## src/rtl/uart_frame_parser.sv

```systemverilog
// uart_frame_parser: parses 5A A5 CMD LEN_H LEN_L PAYLOAD[LEN] CHK frames
// from a UART byte stream into sequential payload write requests plus
// frame done / error pulses for the control state machine.
module uart_frame_parser #(
  parameter logic [7:0] HDR0        = 8'h5A,
  parameter logic [7:0] HDR1        = 8'hA5,
  parameter int         ADDR_W      = 18,
  parameter int         TIMEOUT_CYC = 520_000
) (
  input  logic              i_clk_sys,
  input  logic              i_rst_n,
  input  logic [7:0]        i_rx_data,
  input  logic              i_rx_done,
  output logic [7:0]        o_cmd,
  output logic              o_wr_en,
  output logic [ADDR_W-1:0] o_wr_addr,
  output logic [7:0]        o_wr_data,
  output logic              o_frame_done,
  output logic              o_frame_err,
  output logic              o_busy
);

  localparam int TMO_W = (TIMEOUT_CYC > 2) ? $clog2(TIMEOUT_CYC) : 1;
  localparam logic [TMO_W-1:0] TMO_LAST = TMO_W'(TIMEOUT_CYC - 1);

  // Each state names the byte the parser is waiting for.
  typedef enum logic [2:0] {
    S_IDLE = 3'd0,
    S_H1   = 3'd1,
    S_CMD  = 3'd2,
    S_LENH = 3'd3,
    S_LENL = 3'd4,
    S_DATA = 3'd5,
    S_CHK  = 3'd6
  } state_t;

  logic [1:0]        rst_sync_q;
  logic              rst_n_s;

  state_t            state_q, state_d;
  logic [7:0]        sum_q, sum_d;
  logic [7:0]        lenh_q, lenh_d;
  logic [15:0]       rem_q, rem_d;
  logic [ADDR_W-1:0] idx_q, idx_d;
  logic [7:0]        cmd_cur_q, cmd_cur_d;
  logic [TMO_W-1:0]  tmo_q, tmo_d;
  logic [7:0]        cmd_q, cmd_d;
  logic              wr_en_q, wr_en_d;
  logic [ADDR_W-1:0] wr_addr_q, wr_addr_d;
  logic [7:0]        wr_data_q, wr_data_d;
  logic              done_q, done_d;
  logic              err_q, err_d;
  logic              busy_q, busy_d;
  logic              in_frame_s;

  // Reset synchronizer: assertion is immediate, release follows two clock edges.
  always_ff @(posedge i_clk_sys or negedge i_rst_n) begin
    if (!i_rst_n) begin
      rst_sync_q <= 2'b00;
    end else begin
      rst_sync_q <= {rst_sync_q[0], 1'b1};
    end
  end

  assign rst_n_s = rst_sync_q[1];

  assign in_frame_s = (state_q == S_CMD) || (state_q == S_LENH) || (state_q == S_LENL) ||
                      (state_q == S_DATA) || (state_q == S_CHK);

  // Next-state, checksum, payload indexing and inter-byte timeout.
  always_comb begin
    state_d   = state_q;
    sum_d     = sum_q;
    lenh_d    = lenh_q;
    rem_d     = rem_q;
    idx_d     = idx_q;
    cmd_cur_d = cmd_cur_q;
    tmo_d     = tmo_q;
    cmd_d     = cmd_q;
    wr_en_d   = 1'b0;
    wr_addr_d = wr_addr_q;
    wr_data_d = wr_data_q;
    done_d    = 1'b0;
    err_d     = 1'b0;
    if (i_rx_done) begin
      // A byte always restarts the silence counter, so it beats a timeout on the same cycle.
      tmo_d = '0;
      case (state_q)
        S_IDLE: begin
          if (i_rx_data == HDR0) begin
            state_d = S_H1;
          end else begin
            state_d = S_IDLE;
          end
        end
        S_H1: begin
          if (i_rx_data == HDR1) begin
            state_d = S_CMD;
            sum_d   = 8'h00;
          end else if (i_rx_data == HDR0) begin
            state_d = S_H1;
          end else begin
            state_d = S_IDLE;
          end
        end
        S_CMD: begin
          cmd_cur_d = i_rx_data;
          sum_d     = sum_q + i_rx_data;
          state_d   = S_LENH;
        end
        S_LENH: begin
          lenh_d  = i_rx_data;
          sum_d   = sum_q + i_rx_data;
          state_d = S_LENL;
        end
        S_LENL: begin
          sum_d = sum_q + i_rx_data;
          rem_d = {lenh_q, i_rx_data};
          idx_d = '0;
          if ({lenh_q, i_rx_data} != 16'd0) begin
            state_d = S_DATA;
          end else begin
            state_d = S_CHK;
          end
        end
        S_DATA: begin
          wr_en_d   = 1'b1;
          wr_addr_d = idx_q;
          wr_data_d = i_rx_data;
          idx_d     = idx_q + ADDR_W'(1);
          rem_d     = rem_q - 16'd1;
          sum_d     = sum_q + i_rx_data;
          if (rem_q == 16'd1) begin
            state_d = S_CHK;
          end else begin
            state_d = S_DATA;
          end
        end
        S_CHK: begin
          if (i_rx_data == sum_q) begin
            done_d = 1'b1;
            cmd_d  = cmd_cur_q;
          end else begin
            err_d = 1'b1;
          end
          state_d = S_IDLE;
        end
        default: begin
          state_d = S_IDLE;
        end
      endcase
    end else if (in_frame_s) begin
      if (tmo_q == TMO_LAST) begin
        err_d   = 1'b1;
        state_d = S_IDLE;
        tmo_d   = '0;
      end else begin
        tmo_d = tmo_q + TMO_W'(1);
      end
    end else begin
      tmo_d = '0;
    end
    busy_d = (state_d == S_CMD) || (state_d == S_LENH) || (state_d == S_LENL) ||
             (state_d == S_DATA) || (state_d == S_CHK);
  end

  // Parser state and registered outputs.
  always_ff @(posedge i_clk_sys or negedge rst_n_s) begin
    if (!rst_n_s) begin
      state_q   <= S_IDLE;
      sum_q     <= 8'h00;
      lenh_q    <= 8'h00;
      rem_q     <= 16'd0;
      idx_q     <= '0;
      cmd_cur_q <= 8'h00;
      tmo_q     <= '0;
      cmd_q     <= 8'h00;
      wr_en_q   <= 1'b0;
      wr_addr_q <= '0;
      wr_data_q <= 8'h00;
      done_q    <= 1'b0;
      err_q     <= 1'b0;
      busy_q    <= 1'b0;
    end else begin
      state_q   <= state_d;
      sum_q     <= sum_d;
      lenh_q    <= lenh_d;
      rem_q     <= rem_d;
      idx_q     <= idx_d;
      cmd_cur_q <= cmd_cur_d;
      tmo_q     <= tmo_d;
      cmd_q     <= cmd_d;
      wr_en_q   <= wr_en_d;
      wr_addr_q <= wr_addr_d;
      wr_data_q <= wr_data_d;
      done_q    <= done_d;
      err_q     <= err_d;
      busy_q    <= busy_d;
    end
  end

  assign o_cmd        = cmd_q;
  assign o_wr_en      = wr_en_q;
  assign o_wr_addr    = wr_addr_q;
  assign o_wr_data    = wr_data_q;
  assign o_frame_done = done_q;
  assign o_frame_err  = err_q;
  assign o_busy       = busy_q;

endmodule
```

## config.mk

```make
export PLATFORM = sky130hd
export DESIGN_NAME = uart_frame_parser
export DESIGN_NICKNAME = d
export VERILOG_FILES = /design/src/rtl/uart_frame_parser.sv
export SDC_FILE = /design/constraint.sdc
export NUM_CORES = 1
export LEC_CHECK = 0
export ABC_AREA = 1
export ABC_CLOCK_PERIOD_IN_PS = 7150
export BUFFER_PORTS_ARGS = -buffer_cell sky130_fd_sc_hd__buf_2
export CAP_MARGIN = 20
export CORE_MARGIN = 1.5
export CORE_UTILIZATION = 40
export CTS_CLUSTER_SIZE = 10
export DETAILED_ROUTE_END_ITERATION = 12
export SYNTH_ARGS = -nofsm -noshare
export SYNTH_HDL_FRONTEND = slang
export SYNTH_SLANG_ARGS = --single-unit
```

## constraint.sdc

```tcl
create_clock -name i_clk_sys -period 7.15 [get_ports i_clk_sys]
set_input_delay 0 -clock i_clk_sys [delete_from_list [all_inputs] [get_ports i_clk_sys]]
set_output_delay 0 -clock i_clk_sys [all_outputs]
set_load 0.02 [all_outputs]
```

==> impl_metrics.tcl <==
set metrics [dict create \
    wl_per_cell_microns 14.7 \
    peakVddDrop_uv 166 \
    hold_viol_final 0 \
    grt_pass1_wl_microns 25100 \
    syn_area_sq_um 5960 \
    cp_data_arrival_time_ns 3.97 \
    grt-ovfl-total 0 \
    ys_warn_count 0 \
    power_leakage_nw 3.41 \
    hp-class "in -> reg" \
    h-tree-depth 4 \
    cp_num_buf_inv 3 \
    r2r_slack_ns 3.48 \
    port_buffers 48 \
    path_clk_slew_ns 0.06 \
    hpwl_microns 10500 \
    startpoint_type "flip-flop" \
    die_w_microns 125 \
    fin_skew_ns 0.00753 \
    p_comb_share_pct 27.1 \
    avgSynthCellArea_sq_um 7.95 \
    ys_seq_area_share_pct 50.4 \
    cpLargestDelayFamily "simple AND/OR/NAND/NOR gates" \
    fin_crit_sh_pct 51.3 \
    cts.sinks 120 \
    fin_crit_ns 3.67 \
    ys_ff_latch 120 \
    grt.total_usage_pct 20.1 \
    clockRootBuffer "clkbuf_16" \
    final_core_util_pct 48.1 \
    initial_core_util_pct 41.0 \
    drt_wl_total_microns 14800 \
    synth_nets 775 \
    drt-initial-drc-count 465 \
    rsz0062_at_grt "false" \
    use_met3_pct 4.19 \
    nNetsFinal 832 \
    clk_path_buf_depth 2 \
    postRouteAntennaNets 0 \
    clkPwrFrac_pct 32.2 \
    grt_pass1_vias 5079 \
    numCtsBuffers 17 \
    p_per_area_nw_per_um2 365 \
    drive_gt1_share_pct 11.1 \
    drc 0 \
    critPathSlowestCell "clkinv_1" \
    synthArstFlopShare_pct 100 \
    vias 5211 \
    ios 49 \
    crit_chain "inv_1, ha_1, nand2_1, clkinv_1, nand2_1, inv_2, a311oi_1, nor2_1" \
    grt_util_met2_pct 31.2 \
    synth_cell_types 39 \
    max_freq_ghz 0.273 \
    worst_skew_pair.late_latency_ns 0.42 \
    gp_congestion 0.875 \
    p_switching_w 0.000933 \
    crit_top_cell "nand2_1" \
    final.setup.tns_ns 0 \
    row_count 44 \
    n_antenna_cell 0 \
    antenna_found_initial 0 \
    synth_edf_count 0 \
    crit_path_end_kind "flip-flop" \
    switching_share_pct 36.6 \
    cp.required_ns 7.46 \
    synth-main-ff-cell "dfrtp_1" \
    core_sq_um 14500 \
    dieArea_sq_um 15600 \
    slew_headroom_pct 34.7 \
    drv_cap 0 \
    seqPwrFrac_pct 40.7 \
    cts_tree "done" \
    cp_max_fo 27 \
    grt_use_met1_pct 27.1 \
    vias_per_cell 5.19 \
    syn2layout_area_growth_pct 17.1 \
    cp_slowest_stage_delay_ns 0.81 \
    fill_cells 1449 \
    post_cts_resized 0 \
    crit_type "reg -> reg" \
    top_usage_layer "met2" \
    dr.pass1.iters 5 \
    cts_setup_buffers 0 \
    finalHoldWorstSlack_ns 0.0358 \
    setup_viol 0 \
    slew_violations 0 \
    synthCells 750 \
    die_h_microns 125 \
    hold_buffers 6 \
    grt_max_degree 71 \
    worstMarginPinSlew_ns 0.977 \
    power.internal_w 0.00162 \
    outcome "complete, no violations" \
]
==> power groups by stage <==
stage / Clock (W) / Combinational (W) / Sequential [W]
4_1_cts: 0.000838 / 0.000696 / 0.00104
3_3_place_gp: 0 / 0.000675 / 0.00104
2_1_floorplan: 0 / 0.000420 / 0.00109
6_report: 0.000821 / 0.000691 / 0.00104
5_1_grt: 0.000871 / 0.000787 / 0.00107
3_5_place_dp: 0 / 0.000690 / 0.00105
==> layout by cell type (no fill, tap or decap), types with 4 or more instances in the layout <==
cell type and n:
nand2_1 201, dfrtp_1 119, nor2_1 91, inv_1 74, o21ai_0 67, buf_2 48, nand3_1 46, a21oi_1 33
clkbuf_16 17, nand4_1 16, nor3_1 14, ha_1 13, o211ai_1 8, xor2_1 7, o21ai_1 6, dlygate4sd3_1 6
inv_2 5, clkinvlp_4 4
==> flip-flops by register name, indices dropped and copies added (netlist names), 2 cells and up <==
signal,flops
cmd_cur_q,8
idx_q,18
lenh_q,8
o_cmd,8
o_wr_addr,18
o_wr_data,8
rem_q,16
rst_sync_q,2
state_q,3
sum_q,8
tmo_q,19
==> area by class of cell <==
cell class,instances,area (sq um),area share (%)
inverter,81,304,4.35
tap,184,230,3.30
timing repair buffer,55,308,4.41
multi-input combinational,532,2560,36.7
clock buffer,22,474,6.79
sequential,120,3010,43.0
clock inverter,10,96.3,1.38
==> path summary, 6_finish.rpt <==
| path | startpoint | endpoint | cells past startpoint |
|---|---|---|---|
| max in group asynchronous | rst_sync_q[1] | o_wr_addr[12] | 1 |
| max reg2reg | state_q[1] | rem_q[4] | 8 |
| min reg2reg | rst_sync_q[0] | rst_sync_q[1] | 0 |
| max | state_q[1] | rem_q[4] | 8 |
| min | i_rx_data[7] | o_wr_data[7] | 3 |
| min in group asynchronous | rst_sync_q[1] | sum_q[2] | 0 |
==> per-layer routing <==
metal  wire length (microns)  share of wire (%)
met3                     617                4.2
met4                     350                2.4
met2                    6890                 47
met1                    6890                 47
met5                       0                  0
==> cell usage after synthesis, types with 5 or more instances <==
library cell    n  area share, %
o21ai_1         6           0.50
nand3_1        46            3.9
nor2_1         91            5.7
xor2_1          7            1.0
inv_2           5           0.31
o21ai_0        67            5.6
nand4_1        16            1.7
a21oi_1        33            2.8
ha_1           13            2.7
clkbuf_1       10           0.63
nand2_1       201             13
inv_1          74            4.7
nor3_1         14            1.2
dfrtp_1       120             50
o211ai_1        8            1.0
==> tightest hold or removal path, stage by stage <==
cell	delay [ns]
buf_2	0.18
inv_1	0.13
o21ai_0	0.09
==> metrics by stage <==
| stage | total power (W) | std cells | setup slack (ns) | area, sq um |
|---|---|---|---|---|
| 2_1_floorplan | 0.00151 | 750 | 3.56 | 5960 |
| 3_5_place_dp | 0.00174 | 966 | 3.49 | 6350 |
| 6_report | 0.00255 | 1004 | 3.48 | 6980 |
| 3_3_place_gp | 0.00172 | 966 | 3.64 | 6350 |
| 5_1_grt | 0.00273 | 1004 | 3.18 | 6980 |
| 4_1_cts | 0.00257 | 1004 | 3.49 | 6980 |
==> logic make-up after synthesis <==
kind of cell	after synthesis	share of synthesized area (%)
AOI/OAI and AO/OA	132	12.3
xor gates and xnor gates	10	1.47
adders and majority gates	14	3.06
buffers and inverters	98	6.61
DFF	120	50.4
other	1	0.0629
and+or+nand+nor	375	26.1
(Power assumes the default switching activity.)
